### src/rtl/instr_fetch_unit.sv
// Instruction fetch stage: holds the PC, fetches over a req/ack handshake and issues over valid/ready.
// Optional performance counters are enabled with `define IFU_PERF_CNT_EN.
module instr_fetch_unit #(
    parameter logic [31:0] RESET_PC = 32'h0000_3000
) (
    input  logic        i_clk,
    input  logic        i_rst,
    output logic        o_imem_req,
    output logic [31:0] o_imem_addr,
    input  logic        i_imem_ack,
    input  logic [31:0] i_imem_rdata,
    output logic [31:0] o_instr,
    output logic [5:0]  o_opcode,
    output logic [31:0] o_pc,
    output logic [31:0] o_pc_plus4,
    output logic        o_instr_valid,
    input  logic        i_instr_ready,
    input  logic        i_branch,
    input  logic        i_branch_taken,
    input  logic        i_jmp,
    input  logic        i_jr,
    input  logic [31:0] i_jr_target,
    output logic        o_addr_err
`ifdef IFU_PERF_CNT_EN
    ,
    output logic [31:0] o_fetch_cnt,
    output logic [31:0] o_stall_cnt
`endif
);

    // state | meaning
    // FETCH | request outstanding at pc, waiting for imem_ack
    // ISSUE | instruction held for downstream, waiting for instr_ready
    // ERR   | redirect produced a misaligned pc; parked until reset
    typedef enum logic [1:0] {
        S_FETCH = 2'd0,
        S_ISSUE = 2'd1,
        S_ERR   = 2'd2
    } state_t;

    state_t      r_state;
    state_t      w_state_nxt;
    logic [31:0] r_pc;
    logic [31:0] r_instr;
    logic        r_addr_err;
    logic [31:0] w_pc_plus4;
    logic [31:0] w_br_off;
    logic [31:0] w_next_pc;
    logic        w_accept;
    logic        w_fill;

    assign w_pc_plus4 = r_pc + 32'd4;
    assign w_br_off   = {{14{r_instr[15]}}, r_instr[15:0], 2'b00};
    assign w_accept   = (r_state == S_ISSUE) && i_instr_ready;
    assign w_fill     = (r_state == S_FETCH) && i_imem_ack;

    // jr beats jmp beats taken branch; a jmp+branch combination silently resolves to jmp
    always_comb begin
        w_next_pc = w_pc_plus4;
        if (i_jr) begin
            w_next_pc = i_jr_target;
        end else if (i_jmp) begin
            w_next_pc = {w_pc_plus4[31:28], r_instr[25:0], 2'b00};
        end else if (i_branch && i_branch_taken) begin
            w_next_pc = w_pc_plus4 + w_br_off;
        end
    end

    always_comb begin
        w_state_nxt   = r_state;
        o_imem_req    = 1'b0;
        o_instr_valid = 1'b0;
        case (r_state)
            S_FETCH: begin
                o_imem_req = ~i_rst;
                if (i_imem_ack) begin
                    w_state_nxt = S_ISSUE;
                end
            end
            S_ISSUE: begin
                o_instr_valid = 1'b1;
                if (i_instr_ready) begin
                    w_state_nxt = (w_next_pc[1:0] != 2'b00) ? S_ERR : S_FETCH;
                end
            end
            S_ERR: begin
                w_state_nxt = S_ERR;
            end
            default: begin
                w_state_nxt = S_FETCH;
            end
        endcase
    end

    always_ff @(posedge i_clk) begin
        if (i_rst) begin
            r_state    <= S_FETCH;
            r_pc       <= RESET_PC;
            r_instr    <= 32'd0;
            r_addr_err <= 1'b0;
        end else begin
            r_state <= w_state_nxt;
            if (w_fill) begin
                r_instr <= i_imem_rdata;
            end
            if (w_accept) begin
                r_pc <= w_next_pc;
                if (w_next_pc[1:0] != 2'b00) begin
                    r_addr_err <= 1'b1;
                end
            end
        end
    end

`ifdef IFU_PERF_CNT_EN
    logic [31:0] r_fetch_cnt;
    logic [31:0] r_stall_cnt;
    logic        w_stall;

    assign w_stall = ((r_state == S_FETCH) && !i_imem_ack) ||
                     ((r_state == S_ISSUE) && !i_instr_ready);

    always_ff @(posedge i_clk) begin
        if (i_rst) begin
            r_fetch_cnt <= 32'd0;
            r_stall_cnt <= 32'd0;
        end else begin
            if (w_accept) begin
                r_fetch_cnt <= r_fetch_cnt + 32'd1;
            end
            if (w_stall) begin
                r_stall_cnt <= r_stall_cnt + 32'd1;
            end
        end
    end

    assign o_fetch_cnt = r_fetch_cnt;
    assign o_stall_cnt = r_stall_cnt;
`endif

    assign o_imem_addr = r_pc;
    assign o_pc        = r_pc;
    assign o_pc_plus4  = w_pc_plus4;
    assign o_instr     = r_instr;
    assign o_opcode    = r_instr[31:26];
    assign o_addr_err  = r_addr_err;

endmodule

### config.mk
export PLATFORM = sky130hd
export DESIGN_NAME = instr_fetch_unit
export DESIGN_NICKNAME = d
export VERILOG_FILES = /design/src/rtl/instr_fetch_unit.sv
export SDC_FILE = /design/constraint.sdc
export NUM_CORES = 1
export LEC_CHECK = 0
export CORE_UTILIZATION = 49
export DETAILED_ROUTE_END_ITERATION = 7
export PLACE_DENSITY = 0.87
export SYNTH_ARGS = -nofsm -noshare
export SYNTH_HDL_FRONTEND = slang
export SYNTH_SLANG_ARGS = --single-unit
### constraint.sdc
create_clock -name i_clk -period 7.05 [get_ports i_clk]
set_input_delay 1.7625 -clock i_clk [delete_from_list [all_inputs] [get_ports i_clk]]
set_output_delay 1.7625 -clock i_clk [all_outputs]
set_load 0.02 [all_outputs]
==> metrics <==
Final Hold Viols=0; CTS root buffer=clkbuf_16; Clock Pin Slew Worst Setup and Hold Paths=0.06 ns; unrepaired setup endpoints after global routing=no; Final #Nets=1012; post-CTS setup buffers=0; final setup vio count=0; Slew @ Worst Pin=1.19 ns; Req. time, crit path=5.29 ns; num ports=209; crit path DAT=3.24 ns; Syn Inst Count=roughly 760; wire per inst=19.2 µm; R2R setup slack=2.46 ns; # fillers=about 960; Crit. End Element=output pin; Layout Cells excl Fill=1051; Antenna Violating Nets Remaining=0; GRT overflow=0; GRT Total Usage=33.3%; Clk Latency, worst-skew pair=0.33 ns; total CTS buffers=9; Starting Density=approximately half; Final GP Congestion=roughly 0.96; total number of vias=6375; CP Class=flip-flop to output pin; post_cts resized=0; violated checks=design-rule violations; H-tree Lvls=3; power density over the cells=162 nW/µm²; FF+latch count, synth=67; Avg Inst Size Synth=approximately 7.5 µm²; Peak VDD IR=approximately 0.12 mV; Final Total Pwr=1250 µW; Ant. Diodes=0; die area=12100 µm²; Max-slew headroom=between 20% and 30%; clk_skew=~0.0081 ns; cts hold-fix bufs=0; outcome=finished with violations; number of global-route vias before repair=5696; CP Launch Type=flip-flop; sequential element share of the synthesized area=23.6%; Die Span X=110 µm; largest net degree at the start of global routing=66; CTS max path bufs=2; setup TNS=0 ns; Final HPWL DP=approximately 15000 µm; final period utilization=around 71%; Iter 0 DRT Violations=around 730; max-slew violations=0; Leak=0.00301 µW; Fmax=0.200 GHz; Synth Flop Type=dfxtp_1; Syn Std Cell Area=5700 µm²; DR vias/cell=6.07; CORE AREA=11400 µm²; number of enable flip-flop cells after synthesis=0; DRT Wirelength=20200 µm; first-pass GRT wire length=30500 µm; clock sink count=67; TritonCTS clock tree=built; Layout Utilization=68.2%; Cell variety after synth=73; Remaining DRCs=1; fraction of layout cells with a size suffix above 1=5.07%; Inst Count DP=1035; Syn. warnings=0; number of detailed-route iterations in the first pass=8; syn nets=868; maxcap violations=0; Hold Path Class=flip-flop to flip-flop; synth-to-layout area growth=36.2%; Final min period=5.01 ns; # port buffers=208; Async SR Flop Fraction=0%; row count=39; maximum fanout along the worst path=7; height of the chip=110 µm; initial antenna violation count=0
==> worst paths after layout <==
| kind | start | to | cells after the start |
|---|---|---|---|
| worst min-delay path | o_instr[15] | o_instr[15] | 2 |
| worst max-delay path | o_imem_addr[2] | o_pc_plus4[26] | 7 |
| worst max register to register | o_imem_addr[2] | o_imem_addr[31] | 16 |
| worst min register to register | o_instr[15] | o_instr[15] | 2 |
==> per-stage QoR <==
step | setup WS, ns | hold slack [ns] | area [µm²]
final | 2.04 | 0.458 | 7750
after global routing | 1.89 | 0.474 | 7750
after CTS | 2.11 | 0.457 | 7750
after detailed placement | 2.23 | 0.450 | 7480
after global placement | 2.30 | 0.443 | 7480
after floorplan | 2.73 | 0.516 | 5700
==> worst max-delay path: stages, from the launching register on <==
cell	delay, ns
dfxtp_1	0.44
ha_1	0.26
and4_1	0.33
nand2_1	0.09
nor3_1	0.56
nand2_1	0.15
xnor2_1	0.39
clkdlybuf4s50_1	0.69
==> registers in the layout, summed over array words and instances, names as in the netlist <==
| register | flops |
|---|---|
| o_imem_addr | 32 |
| r_state | 2 |
| o_addr_err | 1 |
| o_instr | 32 |
==> layout by cell type (no fill, tap or decap), types with 13 or more instances in the layout <==
cell type | netlist | routed
ha_1 | 36 | 36
nor3_1 | 15 | 15
o211ai_1 | 17 | 17
clkdlybuf4s50_1 | 0 | 207
nor2_1 | 47 | 47
inv_1 | 15 | 15
a21o_1 | 13 | 13
nand2_1 | 122 | 122
a211oi_1 | 14 | 14
xor2_1 | 15 | 15
and3_1 | 13 | 13
xnor2_1 | 34 | 34
o21ai_0 | 38 | 38
a21oi_1 | 82 | 82
nand3_1 | 23 | 23
dfxtp_1 | 67 | 67
==> logic make-up (layout without fill, tap and decap cells) <==
group	count (synthesis)	count (layout)	synth area share (%)
XOR/XNOR	50	50	7.82
AO/OA/AOI/OAI	246	246	28.8
adder cells (fa/ha/maj)	37	37	8.26
flip-flops	67	67	23.6
buffers and inverters	96	245	10.1
multiplexers	3	3	0.527
AND/OR/NAND/NOR	260	260	21.0
==> Yosys cell counts (5+ instances only) <==
| library cell | count | area share (%) |
|---|---|---|
| nand4_1 | 6 | 0.66 |
| or3_1 | 5 | 0.55 |
| clkbuf_8 | 5 | 1.2 |
| buf_4 | 40 | 5.3 |
| dfxtp_1 | 67 | 24 |
| a21o_1 | 13 | 1.7 |
| o22ai_1 | 5 | 0.55 |
| o21bai_1 | 6 | 0.79 |
| o21ai_0 | 38 | 3.3 |
| a31oi_1 | 5 | 0.55 |
| and3_1 | 13 | 1.4 |
| inv_1 | 15 | 0.99 |
| o21ai_1 | 5 | 0.44 |
| xnor2_1 | 34 | 5.2 |
| clkbuf_1 | 30 | 2.0 |
| nor3_1 | 15 | 1.3 |
| xor2_1 | 15 | 2.3 |
| nor2_1 | 47 | 3.1 |
| a211oi_1 | 14 | 1.8 |
| nand2b_1 | 5 | 0.55 |
| a2111oi_0 | 6 | 0.92 |
| ha_1 | 36 | 7.9 |
| o21a_1 | 9 | 1.2 |
| nand2_1 | 122 | 8.0 |
| a21oi_1 | 82 | 7.2 |
| nand3_1 | 23 | 2.0 |
| o211ai_1 | 17 | 2.2 |
==> per-layer routing <==
metal	wire [µm]	vias to the layer above	share of wire [%]	track usage, %
met5	0	-	0	0
met4	434	0	2.1	10.1
met3	2230	39	11	8.00
met2	9280	387	46	52.7
met1	8270	2949	41	44.6
li1	-	3000	-	-
==> power by group <==
group | internal [µW] | leakage [µW] | switching [µW]
Clock | 248 | 0.000139 | 180
Combinational | 176 | 0.00232 | 218
Sequential | 401 | 0.000548 | 32.7
Total | 824 | 0.00301 | 431
==> area by class of cell <==
type | instances | area, µm² | share of cell area [%]
repair buffers | 213 | 2110 | 27.3
inverters | 16 | 60.1 | 0.774
clock inverters | 6 | 40.0 | 0.516
well taps | 143 | 179 | 2.31
flip-flops and latches | 67 | 1340 | 17.3
multi-input cells | 596 | 3780 | 48.8
clock buffers | 10 | 239 | 3.08
No activity file was read; power rests on OpenSTA's default activity.
